File: src/rtl/hps_master_st_channel_adapter_if.sv
// Avalon-ST bundle for the HPS master channel adapter: upstream sink side,
// downstream source side and the drop statistics.
interface hps_master_st_channel_adapter_if #(
    parameter int DATA_W        = 8,
    parameter int IN_CHANNEL_W  = 8,
    parameter int OUT_CHANNEL_W = 1,
    parameter int CNT_W         = 16
);
    // Handshake: a beat transfers on a rising clk edge where valid and ready
    // are both high; a source holds its beat unchanged while valid & !ready.
    logic                     in_ready;
    logic                     in_valid;
    logic [DATA_W-1:0]        in_data;
    logic [IN_CHANNEL_W-1:0]  in_channel;
    logic                     in_startofpacket;
    logic                     in_endofpacket;

    logic                     out_ready;
    logic                     out_valid;
    logic [DATA_W-1:0]        out_data;
    logic [OUT_CHANNEL_W-1:0] out_channel;
    logic                     out_startofpacket;
    logic                     out_endofpacket;

    logic [CNT_W-1:0]         drop_count;
    logic                     drop_pulse;

    modport master (
        output in_ready,
        input  in_valid, in_data, in_channel, in_startofpacket, in_endofpacket,
        input  out_ready,
        output out_valid, out_data, out_channel, out_startofpacket, out_endofpacket,
        output drop_count, drop_pulse
    );

    modport slave (
        input  in_ready,
        output in_valid, in_data, in_channel, in_startofpacket, in_endofpacket,
        output out_ready,
        input  out_valid, out_data, out_channel, out_startofpacket, out_endofpacket,
        input  drop_count, drop_pulse
    );
endinterface

File: src/rtl/hps_master_st_channel_adapter.sv
// Registered Avalon-ST channel adapter: forwards packets on channels up to
// MAX_CHANNEL through a skid-buffered output stage, drops and counts the rest.
module hps_master_st_channel_adapter #(
    parameter int DATA_W        = 8,
    parameter int IN_CHANNEL_W  = 8,
    parameter int OUT_CHANNEL_W = 1,
    parameter int MAX_CHANNEL   = 0,
    parameter int CNT_W         = 16
) (
    input  logic                            clk,
    input  logic                            reset,
    hps_master_st_channel_adapter_if.master bus,
    output logic [1:0]                      o_state
);
    typedef enum logic [1:0] {
        ST_IDLE = 2'd0,
        ST_PASS = 2'd1,
        ST_DROP = 2'd2
    } state_t;

    localparam logic [IN_CHANNEL_W-1:0] MAX_CH = IN_CHANNEL_W'(MAX_CHANNEL);
    localparam int BEAT_W = DATA_W + OUT_CHANNEL_W + 2;

    state_t                   r_state;
    state_t                   w_state_nxt;
    logic [OUT_CHANNEL_W-1:0] r_chan;
    logic                     r_in_ready;
    logic                     r_main_valid;
    logic [BEAT_W-1:0]        r_main;
    logic                     r_skid_valid;
    logic [BEAT_W-1:0]        r_skid;
    logic [CNT_W-1:0]         r_drop_count;
    logic                     r_drop_pulse;

    logic                     w_accept;
    logic                     w_legal;
    logic                     w_fwd;
    logic                     w_drop;
    logic                     w_main_free;
    logic                     w_skid_valid_nxt;
    logic [OUT_CHANNEL_W-1:0] w_fwd_chan;
    logic [BEAT_W-1:0]        w_beat;

    // Legality uses the full input channel width so wide channels cannot alias
    // onto legal ones after truncation.
    always_comb begin
        w_accept   = bus.in_valid & r_in_ready;
        w_legal    = (bus.in_channel <= MAX_CH);
        w_fwd_chan = bus.in_startofpacket ? OUT_CHANNEL_W'(bus.in_channel) : r_chan;
        w_beat     = {bus.in_startofpacket, bus.in_endofpacket, w_fwd_chan, bus.in_data};
    end

    always_comb begin
        w_state_nxt = r_state;
        w_fwd       = 1'b0;
        w_drop      = 1'b0;
        if (w_accept) begin
            if (bus.in_startofpacket) begin
                w_fwd  = w_legal;
                w_drop = !w_legal;
                if (bus.in_endofpacket) begin
                    w_state_nxt = ST_IDLE;
                end else begin
                    w_state_nxt = w_legal ? ST_PASS : ST_DROP;
                end
            end else begin
                w_fwd = (r_state == ST_PASS);
                if (bus.in_endofpacket) begin
                    w_state_nxt = ST_IDLE;
                end
            end
        end
    end

    // The skid entry can only be filled while in_ready is high, which in turn
    // requires it to be empty, so a draining main register never meets a new
    // forwarded beat and a full skid entry at the same time.
    always_comb begin
        w_main_free      = !r_main_valid | bus.out_ready;
        w_skid_valid_nxt = w_main_free ? 1'b0 : (r_skid_valid | w_fwd);
    end

    always_ff @(posedge clk) begin
        if (reset) begin
            r_state      <= ST_IDLE;
            r_chan       <= '0;
            r_in_ready   <= 1'b0;
            r_main_valid <= 1'b0;
            r_main       <= '0;
            r_skid_valid <= 1'b0;
            r_skid       <= '0;
            r_drop_count <= '0;
            r_drop_pulse <= 1'b0;
        end else begin
            r_state <= w_state_nxt;
            if (w_fwd && bus.in_startofpacket) begin
                r_chan <= w_fwd_chan;
            end

            if (w_main_free) begin
                if (r_skid_valid) begin
                    r_main_valid <= 1'b1;
                    r_main       <= r_skid;
                end else begin
                    r_main_valid <= w_fwd;
                    if (w_fwd) begin
                        r_main <= w_beat;
                    end
                end
            end else if (w_fwd) begin
                r_skid <= w_beat;
            end
            r_skid_valid <= w_skid_valid_nxt;
            r_in_ready   <= !w_skid_valid_nxt;

            r_drop_pulse <= w_drop;
            if (w_drop && (r_drop_count != {CNT_W{1'b1}})) begin
                r_drop_count <= r_drop_count + 1'b1;
            end
        end
    end

    assign bus.in_ready          = r_in_ready;
    assign bus.out_valid         = r_main_valid;
    assign bus.out_startofpacket = r_main[BEAT_W-1];
    assign bus.out_endofpacket   = r_main[BEAT_W-2];
    assign bus.out_channel       = r_main[DATA_W +: OUT_CHANNEL_W];
    assign bus.out_data          = r_main[DATA_W-1:0];
    assign bus.drop_count        = r_drop_count;
    assign bus.drop_pulse        = r_drop_pulse;
    assign o_state               = r_state;
endmodule

File: src/flat_wrapper.sv
// flat-port wrapper written by rule: the top's interface ports become plain ports
module hps_master_st_channel_adapter_flat 
#(
    parameter int DATA_W        = 8,
    parameter int IN_CHANNEL_W  = 8,
    parameter int OUT_CHANNEL_W = 1,
    parameter int MAX_CHANNEL   = 0,
    parameter int CNT_W         = 16
)
  (clk, reset, o_state, bus_in_ready, bus_in_valid, bus_in_data, bus_in_channel, bus_in_startofpacket, bus_in_endofpacket, bus_out_ready, bus_out_valid, bus_out_data, bus_out_channel, bus_out_startofpacket, bus_out_endofpacket, bus_drop_count, bus_drop_pulse);
  hps_master_st_channel_adapter_if #(.DATA_W(DATA_W), .IN_CHANNEL_W(IN_CHANNEL_W), .OUT_CHANNEL_W(OUT_CHANNEL_W), .CNT_W(CNT_W)) bus_i ();
  input  logic clk;
  input  logic reset;
  output logic [1:0] o_state;
  output wire logic [$bits(bus_i.in_ready)-1:0] bus_in_ready;
  input wire logic [$bits(bus_i.in_valid)-1:0] bus_in_valid;
  input wire logic [$bits(bus_i.in_data)-1:0] bus_in_data;
  input wire logic [$bits(bus_i.in_channel)-1:0] bus_in_channel;
  input wire logic [$bits(bus_i.in_startofpacket)-1:0] bus_in_startofpacket;
  input wire logic [$bits(bus_i.in_endofpacket)-1:0] bus_in_endofpacket;
  input wire logic [$bits(bus_i.out_ready)-1:0] bus_out_ready;
  output wire logic [$bits(bus_i.out_valid)-1:0] bus_out_valid;
  output wire logic [$bits(bus_i.out_data)-1:0] bus_out_data;
  output wire logic [$bits(bus_i.out_channel)-1:0] bus_out_channel;
  output wire logic [$bits(bus_i.out_startofpacket)-1:0] bus_out_startofpacket;
  output wire logic [$bits(bus_i.out_endofpacket)-1:0] bus_out_endofpacket;
  output wire logic [$bits(bus_i.drop_count)-1:0] bus_drop_count;
  output wire logic [$bits(bus_i.drop_pulse)-1:0] bus_drop_pulse;
  assign bus_in_ready = bus_i.in_ready;
  assign bus_i.in_valid = bus_in_valid;
  assign bus_i.in_data = bus_in_data;
  assign bus_i.in_channel = bus_in_channel;
  assign bus_i.in_startofpacket = bus_in_startofpacket;
  assign bus_i.in_endofpacket = bus_in_endofpacket;
  assign bus_i.out_ready = bus_out_ready;
  assign bus_out_valid = bus_i.out_valid;
  assign bus_out_data = bus_i.out_data;
  assign bus_out_channel = bus_i.out_channel;
  assign bus_out_startofpacket = bus_i.out_startofpacket;
  assign bus_out_endofpacket = bus_i.out_endofpacket;
  assign bus_drop_count = bus_i.drop_count;
  assign bus_drop_pulse = bus_i.drop_pulse;
  hps_master_st_channel_adapter #(.DATA_W(DATA_W), .IN_CHANNEL_W(IN_CHANNEL_W), .OUT_CHANNEL_W(OUT_CHANNEL_W), .MAX_CHANNEL(MAX_CHANNEL), .CNT_W(CNT_W)) u_core (.clk(clk), .reset(reset), .bus(bus_i), .o_state(o_state));
endmodule
File: config.mk
export PLATFORM = sky130hd
export DESIGN_NAME = hps_master_st_channel_adapter_flat
export DESIGN_NICKNAME = d
export VERILOG_FILES = /design/src/rtl/hps_master_st_channel_adapter_if.sv /design/src/rtl/hps_master_st_channel_adapter.sv /design/src/flat_wrapper.sv
export SDC_FILE = /design/constraint.sdc
export NUM_CORES = 1
export LEC_CHECK = 0
export BUFFER_PORTS_ARGS = -buffer_cell sky130_fd_sc_hd__buf_2
export CAP_MARGIN = 20
export CORE_MARGIN = 1
export CORE_UTILIZATION = 53
export DETAILED_ROUTE_END_ITERATION = 8
export PLACE_DENSITY = 0.87
export RECOVER_POWER = 25
export SLEW_MARGIN = 30
export SYNTH_ARGS = -nofsm -noshare
export SYNTH_HDL_FRONTEND = slang
export SYNTH_SLANG_ARGS = --single-unit
File: constraint.sdc
create_clock -name clk -period 2.1 [get_ports clk]
set_input_delay 0 -clock clk [delete_from_list [all_inputs] [get_ports clk]]
set_output_delay 0 -clock clk [all_outputs]
set_load 0.05 [all_outputs]
==> results of run 1 <==
[kinds of logic after synthesis]
logic type,after synthesis
and+or+nand+nor,98
muxes,24
AOI/OAI and AO/OA,64
adders and majority gates,1
DFF,45
buffers and inverters,17
[worst min-delay path, cell delays in order]
cell and delay, ps:
buf_2 140, a21o_1 90, a21oi_1 50
[metal layers]
layer	up-vias	track usage (%)	part of all wire, %
li1	1058	-	-
met1	1045	33.4	43
met2	93	45.1	49
met3	8	6.42	6.0
met4	0	9.04	1.4
met5	-	0	0
[metrics by stage]
| stage | instances | area [um2] | total power (uW) | util (%) |
|---|---|---|---|---|
| floorplan | 249 | 2250 | 940 | - |
| global placement | 345 | 2570 | 981 | 63.7 |
| detailed placement | 345 | 2570 | 983 | 63.7 |
| CTS | 362 | 2740 | 1530 | 68.1 |
| global route | 362 | 2720 | 1570 | 67.5 |
| finish | 362 | 2720 | 1530 | 67.5 |
[registers in the layout (all words and copies together) (netlist names)]
name / flops
u_core.bus.drop_count: 16
u_core.bus.drop_pulse: 1
u_core.bus.in_ready: 1
u_core.bus.out_valid: 1
u_core.o_state: 2
u_core.r_chan: 1
u_core.r_main: 11
u_core.r_skid: 11
u_core.r_skid_valid: 1
[what timing repair did]
action,4_1_cts,5_1_grt
setup endpoints to repair,0,0
resized for setup,0,0
hold buffers,9,0
hold endpoints to repair,9,0
[power by group through the flow]
| stage | Clock [uW] | Combinational [uW] | Sequential [uW] |
|---|---|---|---|
| 6_report | 550 | 118 | 860 |
| 4_1_cts | 557 | 116 | 860 |
| 2_1_floorplan | 0 | 47.9 | 892 |
| 3_5_place_dp | 0 | 103 | 880 |
| 5_1_grt | 582 | 128 | 861 |
| 3_3_place_gp | 0 | 101 | 880 |
[area by class of cell]
cell class                 count  area (um2)  area share, %
clock buffer                   6        72.6           2.67
clock inverter                 2        15.0          0.552
inverter                       2        7.51          0.276
multi-input combinational    187        1270           46.5
sequential                    45         905           33.3
tap                           50        62.6           2.30
timing repair buffer          70         392           14.4
[how the worst max path moves through the flow]
stage                                  start                   endpoint  slack (ps)  cells past startpoint
floorplan           u_core.bus.drop_count[0]   u_core.bus.drop_count[0]           8                      6
global placement    u_core.bus.drop_count[7]  u_core.bus.drop_count[13]         310                      4
detailed placement  u_core.bus.drop_count[0]  u_core.bus.drop_count[10]         280                      5
CTS                 u_core.bus.drop_count[0]  u_core.bus.drop_count[10]         210                      5
global route        u_core.bus.drop_count[0]  u_core.bus.drop_count[10]          60                      5
finish              u_core.bus.drop_count[0]  u_core.bus.drop_count[10]         180                      5
[layout by cell type (no fill, tap or decap), drive strengths merged, types with 3 or more instances in the layout]
cell type / Yosys / routed
nand2: 8 / 8
o31ai: 8 / 8
mux2i: 12 / 12
a31oi: 3 / 3
nor4: 6 / 6
nor2b: 14 / 14
or4: 10 / 10
nor3: 7 / 7
mux2: 12 / 12
a21oi: 25 / 25
nand2b: 4 / 4
dfxtp: 45 / 45
nor2: 16 / 16
buf: 6 / 42
a311oi: 3 / 3
clkbuf: 9 / 25
nand3: 17 / 17
o21ai: 16 / 16
dlygate4sd3: 0 / 9
nand4: 7 / 7
==> run metrics, run 1 <==
data arrival time of the critical path=2120 ps; total negative slack=0 ps; slowest stage delay, CP=420 ps; startpoint of the most critical hold path=bus_in_endofpacket; start-to-end type of the worst setup path=flop to flop; routability congestion estimate=0.860; detailed-route DRC error count=0; initial detailed-routing violation count=253; data required time of the worst path=2300 ps; highest fanout seen on the critical path=7; critical path's top delay family=simple AND/OR/NAND/NOR gates; Worst slew margin=50.4%; CTS clk-pin slew, worst paths=80 ps; most numerous cell types in the synthesized netlist=dfxtp_1 (45), a21oi_1 (25), nand3_1 (17), nor2_1 (16), nor2b_1 (14); max-slew violations=0; final-report hold violation count=0; post-layout net count=334; die extent in y=67.2 um; Post-CTS Setup Repair Bufs=0; dpl hpwl=3.79 mm; TritonCTS clock tree=done; Gate power share=7.7%; Post-DRT Antenna Nets=0; CTS HTree Levels=2; horizontal die dimension=67.2 um; share of synthesized registers carrying an async set or reset=0%; post-synthesis adder-cell area fraction=0.556%; worst hold path depth=3; initial core utilization=55.8%; number of iterations in the first detailed-routing pass=5; CP endpoint kind=flop; row cnt=23; startpoint type of the worst setup path=flop; via count normalized by instance count=6.09; Top FF cell, synth=dfxtp_1; post-synthesis xor/xnor area fraction=0%; area of the die=4510 um2; global-route wire length before repair=9.13 mm; vias after detailed routing=2204; relative area change from synthesis to final layout=20.9%; setup repair after global routing missed its margin=no; series of cell instances along the critical path=ha_1 -> and3_1 -> nand2_1 -> nor4_1 -> mux2_4; count of boundary I/O pins=54; area of the mapped netlist=2250 um2; maximum root-to-sink buffer count=2; multiplexer share of the synthesized area=11.5%; source of the worst register-to-register timing path=u_core.bus.drop_count[0]; terminating pin of the worst hold path=u_core.o_state[1]; via count of the first global-routing pass=1973; switching part of the total=25.5%; largest family of logic cells by synthesized area=simple AND/OR/NAND/NOR gates; switching power summed over all nets=389 uW; initial antenna violation count=0; final worst path period share=91.4%; post-route clock skew=7.72 ps; aggregate global routing overflow=0; mean post-synth cell area=9.03 um2; placement-stage worst setup slack=284 ps; endpoint of the worst-slack reg-to-reg timing path=u_core.bus.drop_count[10]; TritonCTS sink count=45; worst reg-to-reg setup slack=180 ps; count of input and output buffers=53; most common cell in the synthesized netlist=dfxtp_1; worst voltage drop across the vdd grid=338 uV; Hold/Removal Path Class=primary input to flop; number of nets in the synthesized netlist=272; core region area=4030 um2; fraction of the mapped netlist area in compound gates=17.8%; largest cells by area after synthesis=dfxtp_1 (40%), a21oi_1 (5.6%), mux2i_1 (5.3%); share of the synthesized area in the top cell type=40.0%; maximum clock rate=521 MHz; Synth warnings=0; share of synthesized area occupied by flip-flops and latches=40.0%; transition time at the pin with the least slew margin=744 ps; Static Leak=0.000972 uW; run status=completed; flops & latches, synth=45; Post-synth EDFFs=0; max-cap check violation count=0; number of buffers added by the clock tree synthesis step=5; final WL=5.64 mm; PnR worst setup slack=182 ps; clock power share=36.0%; CP max stage cell=dfxtp_1; clock network latency to the later pin of the worst-skew pair=320 ps; cell taking the most area after synthesis=dfxtp_1; internal power summed over all cells=1140 uW; overall routing resource usage=26.9%; routed length per placed instance=15.6 um; sequential fraction of design power=56.3%; count of distinct cell types in the synthesized netlist=44; maximum number of pins on one net before global-route repair=46; post-route minimum period=1920 ps; filler cell count in the final layout=326; worst hold slack=15.0 ps; share of synthesized cell area in and, or, nand and nor gates=26.4%; buffers plus inverters on the worst setup path=0; Ant. Diodes=0; CTS root buf=clkbuf_8; fraction of final layout cells with drive strength greater than 1=20.5%; number of setup violations in the final report=0; cell count after synthesis=249; power per standard cell area=562 nW/um2; cell depth of the worst flop-to-flop path=5
No activity file was read; power rests on OpenSTA's default activity.
==> inputs of run 2 (changes only) <==
- CORE_UTILIZATION: 53 -> 48
- PLACE_DENSITY: 0.87 -> 0.84
- clock period: 2.1 -> 1.63 ns (I/O delays scaled with it)
==> run metrics, run 2 (synthesis gave the netlist of run 1 again) <==
most common cell after layout, fill and taps aside=buf_2; TritonCTS sink count=45 (unchanged); highest fanout seen on the critical path=6 (-1); routability congestion estimate=0.862 (+0.23%); worst reg-to-reg setup slack=40 ps (-140 ps); leading cell types in the layout, fill and taps excluded=buf_2 (35), a21oi_1 (25), dfxtp_1 (25); Total Power Consumption=1940 uW (+27%); start-to-end type of the worst setup path=flop to flop; placement-stage worst setup slack=-15.4 ps (-300 ps); clock network latency to the later pin of the worst-skew pair=300 ps (-20 ps); overall routing resource usage=23.2% (-3.7 points); number of setup violations in the final report=0 (unchanged); Worst slew margin=57.1% (+6.7 points); run status=finished, violations left; number of flip-flops under the largest register name=16 (unchanged); setup repair after global routing missed its margin=yes; initial detailed-routing violation count=208 (-18%); total negative slack=0 ps (unchanged); dpl hpwl=3.95 mm (+4.2%); initial antenna violation count=0 (unchanged); transition time at the pin with the least slew margin=644 ps (-99.9 ps); final instance count without filler cells=371 (+2.5%); final-report hold violation count=0 (unchanged); failing checks=design-rule violations; count of input and output buffers=53 (unchanged); max-cap check violation count=0 (unchanged); area of the die=4960 um2 (+10%); Ant. Diodes=0 (unchanged); post-layout net count=341 (+2.1%); length of routed met3 wiring=279 um (-18%); CTS root buf=clkbuf_8; data arrival time of the critical path=1780 ps (-340 ps); maximum number of pins on one net before global-route repair=38 (-17%); met2 wire len=2.84 mm (+2.1%); number of buffers added by the clock tree synthesis step=5 (unchanged); count of boundary I/O pins=54 (unchanged); aggregate global routing overflow=0 (unchanged); post-route clock skew=5.78 ps (-1.94 ps); initial core utilization=50.6% (-5.2 points); via count of the first global-routing pass=1917 (-2.8%); CP endpoint kind=flop; Static Leak=0.00108 uW (+11%); horizontal die dimension=70.5 um (+4.9%); total placed cells including tap cells=353 (+2.3%); die extent in y=70.5 um (+4.9%); routed length per placed instance=15.4 um (-1.5%); final worst path period share=97.7% (+6.3 points); CTS clk-pin slew, worst paths=90 ps (about the same); row cnt=24 (+4.3%); maximum clock rate=628 MHz (+21%); PnR worst setup slack=38.1 ps (-143 ps); max-slew violations=0 (unchanged); fraction of final layout cells with drive strength greater than 1=31.3% (+11 points); number of iterations in the first detailed-routing pass=6 (+1); core utilization of the finished layout=66.7% (-0.79 points); post-route minimum period=1590 ps (-327 ps); relative area change from synthesis to final layout=31.8%; vias after detailed routing=2219 (+0.68%); worst voltage drop across the vdd grid=492 uV (+46%); final WL=5.70 mm (+0.94%); power per standard cell area=654 nW/um2 (+17%); TritonCTS clock tree=done; global-route wire length before repair=9.06 mm (-0.76%); data required time of the worst path=1820 ps (-480 ps); Metal-1 WL=2.52 mm (+3.2%); CTS HTree Levels=2 (unchanged); Post-DRT Antenna Nets=0 (unchanged); detailed-route DRC error count=4 (+4); core region area=4440 um2 (+10%); Top Metal Used=met4; maximum root-to-sink buffer count=2 (unchanged); via count normalized by instance count=5.98 (-1.8%); startpoint type of the worst setup path=flop; Hold/Removal Path Class=primary input to flop
[run 2: cell types whose count changed in the layout (fill, tap and decap cells not counted), sizes merged]
cell,delta
inv,+1
clkinvlp,-1
clkbuf,-1
buf,+8
[run 2: path summary, 6_finish.rpt]
kind,start,endpoint,cells after the start
setup / recovery,u_core.bus.drop_count[6],u_core.bus.drop_count[13],4
hold / removal,bus_out_ready,u_core.r_skid[10],4
setup reg to reg,u_core.bus.drop_count[6],u_core.bus.drop_count[13],4
hold reg to reg,u_core.r_skid[9],u_core.r_skid[9],2
[run 2: report_power, final]
group          switching, uW  total [uW]  internal, uW
Clock                    388         692           304
Sequential              6.08        1080          1080
Combinational           96.4         164          67.3
Total                    491        1940          1450
[run 2: area by class of cell]
| type | count | area [um2] |
|---|---|---|
| clock buffer | 6 | 72.6 |
| clock inverter | 2 | 13.8 |
| fill | 359 | 1480 |
| inverter | 2 | 7.51 |
| multi-input combinational | 187 | 1370 |
| sequential | 45 | 966 |
| tap | 52 | 65.1 |
| timing repair buffer | 77 | 470 |
[run 2: through the flow]
| stage | area, um2 | hold WS, ps |
|---|---|---|
| 2_1_floorplan | 2380 | 148 |
| 3_3_place_gp | 2760 | 265 |
| 3_5_place_dp | 2760 | 273 |
| 4_1_cts | 2960 | 28.3 |
| 5_1_grt | 2970 | 56.6 |
| 6_report | 2970 | 35.2 |
[run 2: worst max-delay path, cell delays in order (launching register included)]
cell and delay [ps]:
dfxtp_4 400, nand4_4 180, a2111o_1 390, nor4_2 180, mux2_1 340
[run 2: what timing repair did]
action                                  in CTS  in global routing
setup buffers                                0                  1
hold endpoints to repair                     9                  0
resized for setup                            4                  3
endpoints found under the setup margin       6                  6
pin swaps                                    0                  3
cloned                                       0                  0
hold buffers                                 9                  0
[run 2: metal layers]
metal | up-vias | GRT usage (%)
met3 | 7 | 5.34
met4 | 0 | 5.90
met2 | 67 | 39.8
met1 | 1069 | 29.2
li1 | 1076 | -
met5 | - | 0
==> inputs of run 3 (changes only) <==
- BUFFER_PORTS_ARGS: -buffer_cell sky130_fd_sc_hd__buf_2 -> not set
- CORE_UTILIZATION: 48 -> 56
- DONT_BUFFER_PORTS: not set -> 1
- PLACE_DENSITY: 0.84 -> 0.82
==> run metrics, run 3 (synthesis gave the netlist of run 1 again) <==
final worst path period share=98.3% (+0.67 points); detailed-route DRC error count=0 (-4); initial antenna violation count=0 (unchanged); max-cap check violation count=0 (unchanged); TritonCTS sink count=45 (unchanged); count of boundary I/O pins=54 (unchanged); initial core utilization=60.1% (+9.5 points); total placed cells including tap cells=318 (-9.9%); routed length per placed instance=19.3 um (+26%); number of buffers added by the clock tree synthesis step=5 (unchanged); post-layout net count=317 (-7.0%); series of cell instances along the critical path=nor3b_2 -> a31oi_1 -> a21o_1 -> buf_12 -> mux2_1; via count of the first global-routing pass=2093 (+9.2%); Gate power share=7.1% (-1.3 points); final WL=6.63 mm (+16%); via count normalized by instance count=6.58 (+10%); dpl hpwl=3.97 mm (+0.52%); row cnt=22 (-8.3%); CTS clk-pin slew, worst paths=100 ps (about the same); routability congestion estimate=0.827 (-4.1%); Critical Path Start=u_core.o_state[0]; worst reg-to-reg setup slack=30 ps (about the same); placement-stage worst setup slack=1.28 ps (+16.6 ps); data required time of the worst path=1840 ps (+20 ps); highest fanout seen on the critical path=11 (+5); final instance area=2950 um2 (-0.42%); number of flip-flops under the largest register name=16 (unchanged); aggregate global routing overflow=0 (unchanged); run status=completed; PnR worst setup slack=27.1 ps (-11.0 ps); buffers plus inverters on the worst setup path=1 (+1); worst voltage drop across the vdd grid=503 uV (+2.3%); Ant. Diodes=0 (unchanged); area of the multi-input gates=1390 um2 (+1.7%); start-to-end type of the worst setup path=flop to flop; post-route minimum period=1600 ps (+11.0 ps); die extent in y=65.4 um (-7.2%); power per standard cell area=663 nW/um2 (+1.3%); internal power summed over all cells=1450 uW (-0.18%); Hold/Removal Path Class=primary input to flop; post-route clock skew=17.8 ps (+12.0 ps); critical path's top delay family=compound AO/OA/AOI/OAI gates; fraction of final layout cells with drive strength greater than 1=28.8% (-2.5 points); count of input and output buffers=0 (-100%); data arrival time of the critical path=1810 ps (+30 ps); core utilization of the finished layout=78.9% (+12 points); final instance count without filler cells=343 (-7.5%); final-report hold violation count=0 (unchanged); horizontal die dimension=65.4 um (-7.2%); clock network latency to the later pin of the worst-skew pair=310 ps (about the same); number of setup violations in the final report=0 (unchanged); CTS root buf=clkbuf_8; FF+latch area=966 um2 (unchanged); area of the die=4270 um2 (-14%); Post-DRT Antenna Nets=0 (unchanged); maximum clock rate=624 MHz (-0.68%); global-route wire length before repair=10.1 mm (+11%); max-slew violations=0 (unchanged); Worst slew margin=48.3% (-8.7 points); maximum root-to-sink buffer count=2 (unchanged); vias after detailed routing=2258 (+1.8%); switching power summed over all nets=511 uW (+4.1%); initial detailed-routing violation count=160 (-23%); Total Power Consumption=1960 uW (+0.91%); maximum number of pins on one net before global-route repair=59 (+55%); transition time at the pin with the least slew margin=775 ps (+131 ps); most common cell after layout, fill and taps aside=buf_4; core region area=3740 um2 (-16%); TritonCTS clock tree=done; startpoint type of the worst setup path=flop; sequential fraction of design power=55.5% (-0.4 points); CP max stage cell=dfxtp_4; Static Leak=0.00104 uW (-3.7%); startpoint of the most critical hold path=bus_in_data[4]; leading cell types in the layout, fill and taps excluded=buf_4 (29), dfxtp_1 (25), a21oi_1 (24); placed inst area=2650 um2 (-3.8%); relative area change from synthesis to final layout=31.3%; switching part of the total=26.1% (+0.81 points); number of iterations in the first detailed-routing pass=5 (-1); CP endpoint kind=flop; overall routing resource usage=31.3% (+8.1 points); source of the worst register-to-register timing path=u_core.o_state[0]; slowest stage delay, CP=350 ps (-50 ps); clock power share=37.4% (+1.7 points); filler cell count in the final layout=252 (-30%); CTS HTree Levels=2 (unchanged)
run 3: changes by cell type in the layout (fill, tap and decap cells not counted), moves of 3 or more:
| cell | previous run | this run |
|---|---|---|
| buf_2 | 35 | 0 |
| buf_4 | 13 | 29 |
| clkbuf_1 | 19 | 9 |
| dlygate4sd3_1 | 9 | 12 |
run 3: final timing paths:
path	cells past startpoint	endpoint
max	5	u_core.r_main[1]
min	3	u_core.r_main[4]
max reg2reg	5	u_core.r_main[1]
min reg2reg	2	u_core.r_skid[7]
run 3: cell type report:
type	instances	area share, %
tap	48	2.03
multi-input combinational	187	47.2
timing repair buffer	53	14.6
sequential	45	32.7
inverter	2	0.254
clock inverter	3	0.847
clock buffer	5	2.33
run 3: routing by layer:
layer / share of wire, % / vias to the layer above / GRT usage, % / wire length, um
met5: 0 / - / 0 / 0
met3: 8.7 / 29 / 10.6 / 574
met2: 46 / 145 / 46.5 / 3080
met4: 3.1 / 0 / 12.5 / 208
met1: 42 / 1055 / 41.3 / 2770
li1: - / 1029 / - / -
run 3: power by group through the flow:
stage | sequential, uW | combinational, uW | clock, uW
2_1_floorplan | 1130 | 62.7 | 0
3_3_place_gp | 1110 | 76.5 | 0
3_5_place_dp | 1110 | 78.1 | 0
4_1_cts | 1090 | 130 | 730
5_1_grt | 1090 | 147 | 810
6_report | 1090 | 139 | 733
run 3: per-stage QoR:
| stage | setup TNS [ps] | hold slack, ps |
|---|---|---|
| after floorplan | 0 | 148 |
| after global placement | 0 | 67.7 |
| after detailed placement | 0 | 70.4 |
| after CTS | 0 | 6.83 |
| after global routing | -143 | 21.8 |
| final | 0 | 7.26 |
run 3: worst reg2reg max path: cells and delay by family (launching register included):
kind | cells | cell delay [ps]
compound gates | 2 | 390
flops | 1 | 350
mux | 1 | 310
buf+inv | 1 | 150
simple gates | 1 | 300
run 3: repair_timing:
item,in CTS,in global routing
setup buffers,0,4
hold endpoints to repair,45,0
hold buffers,13,0
gates resized for setup,1,11
pin swaps,0,7
endpoints found under the setup margin,2,22
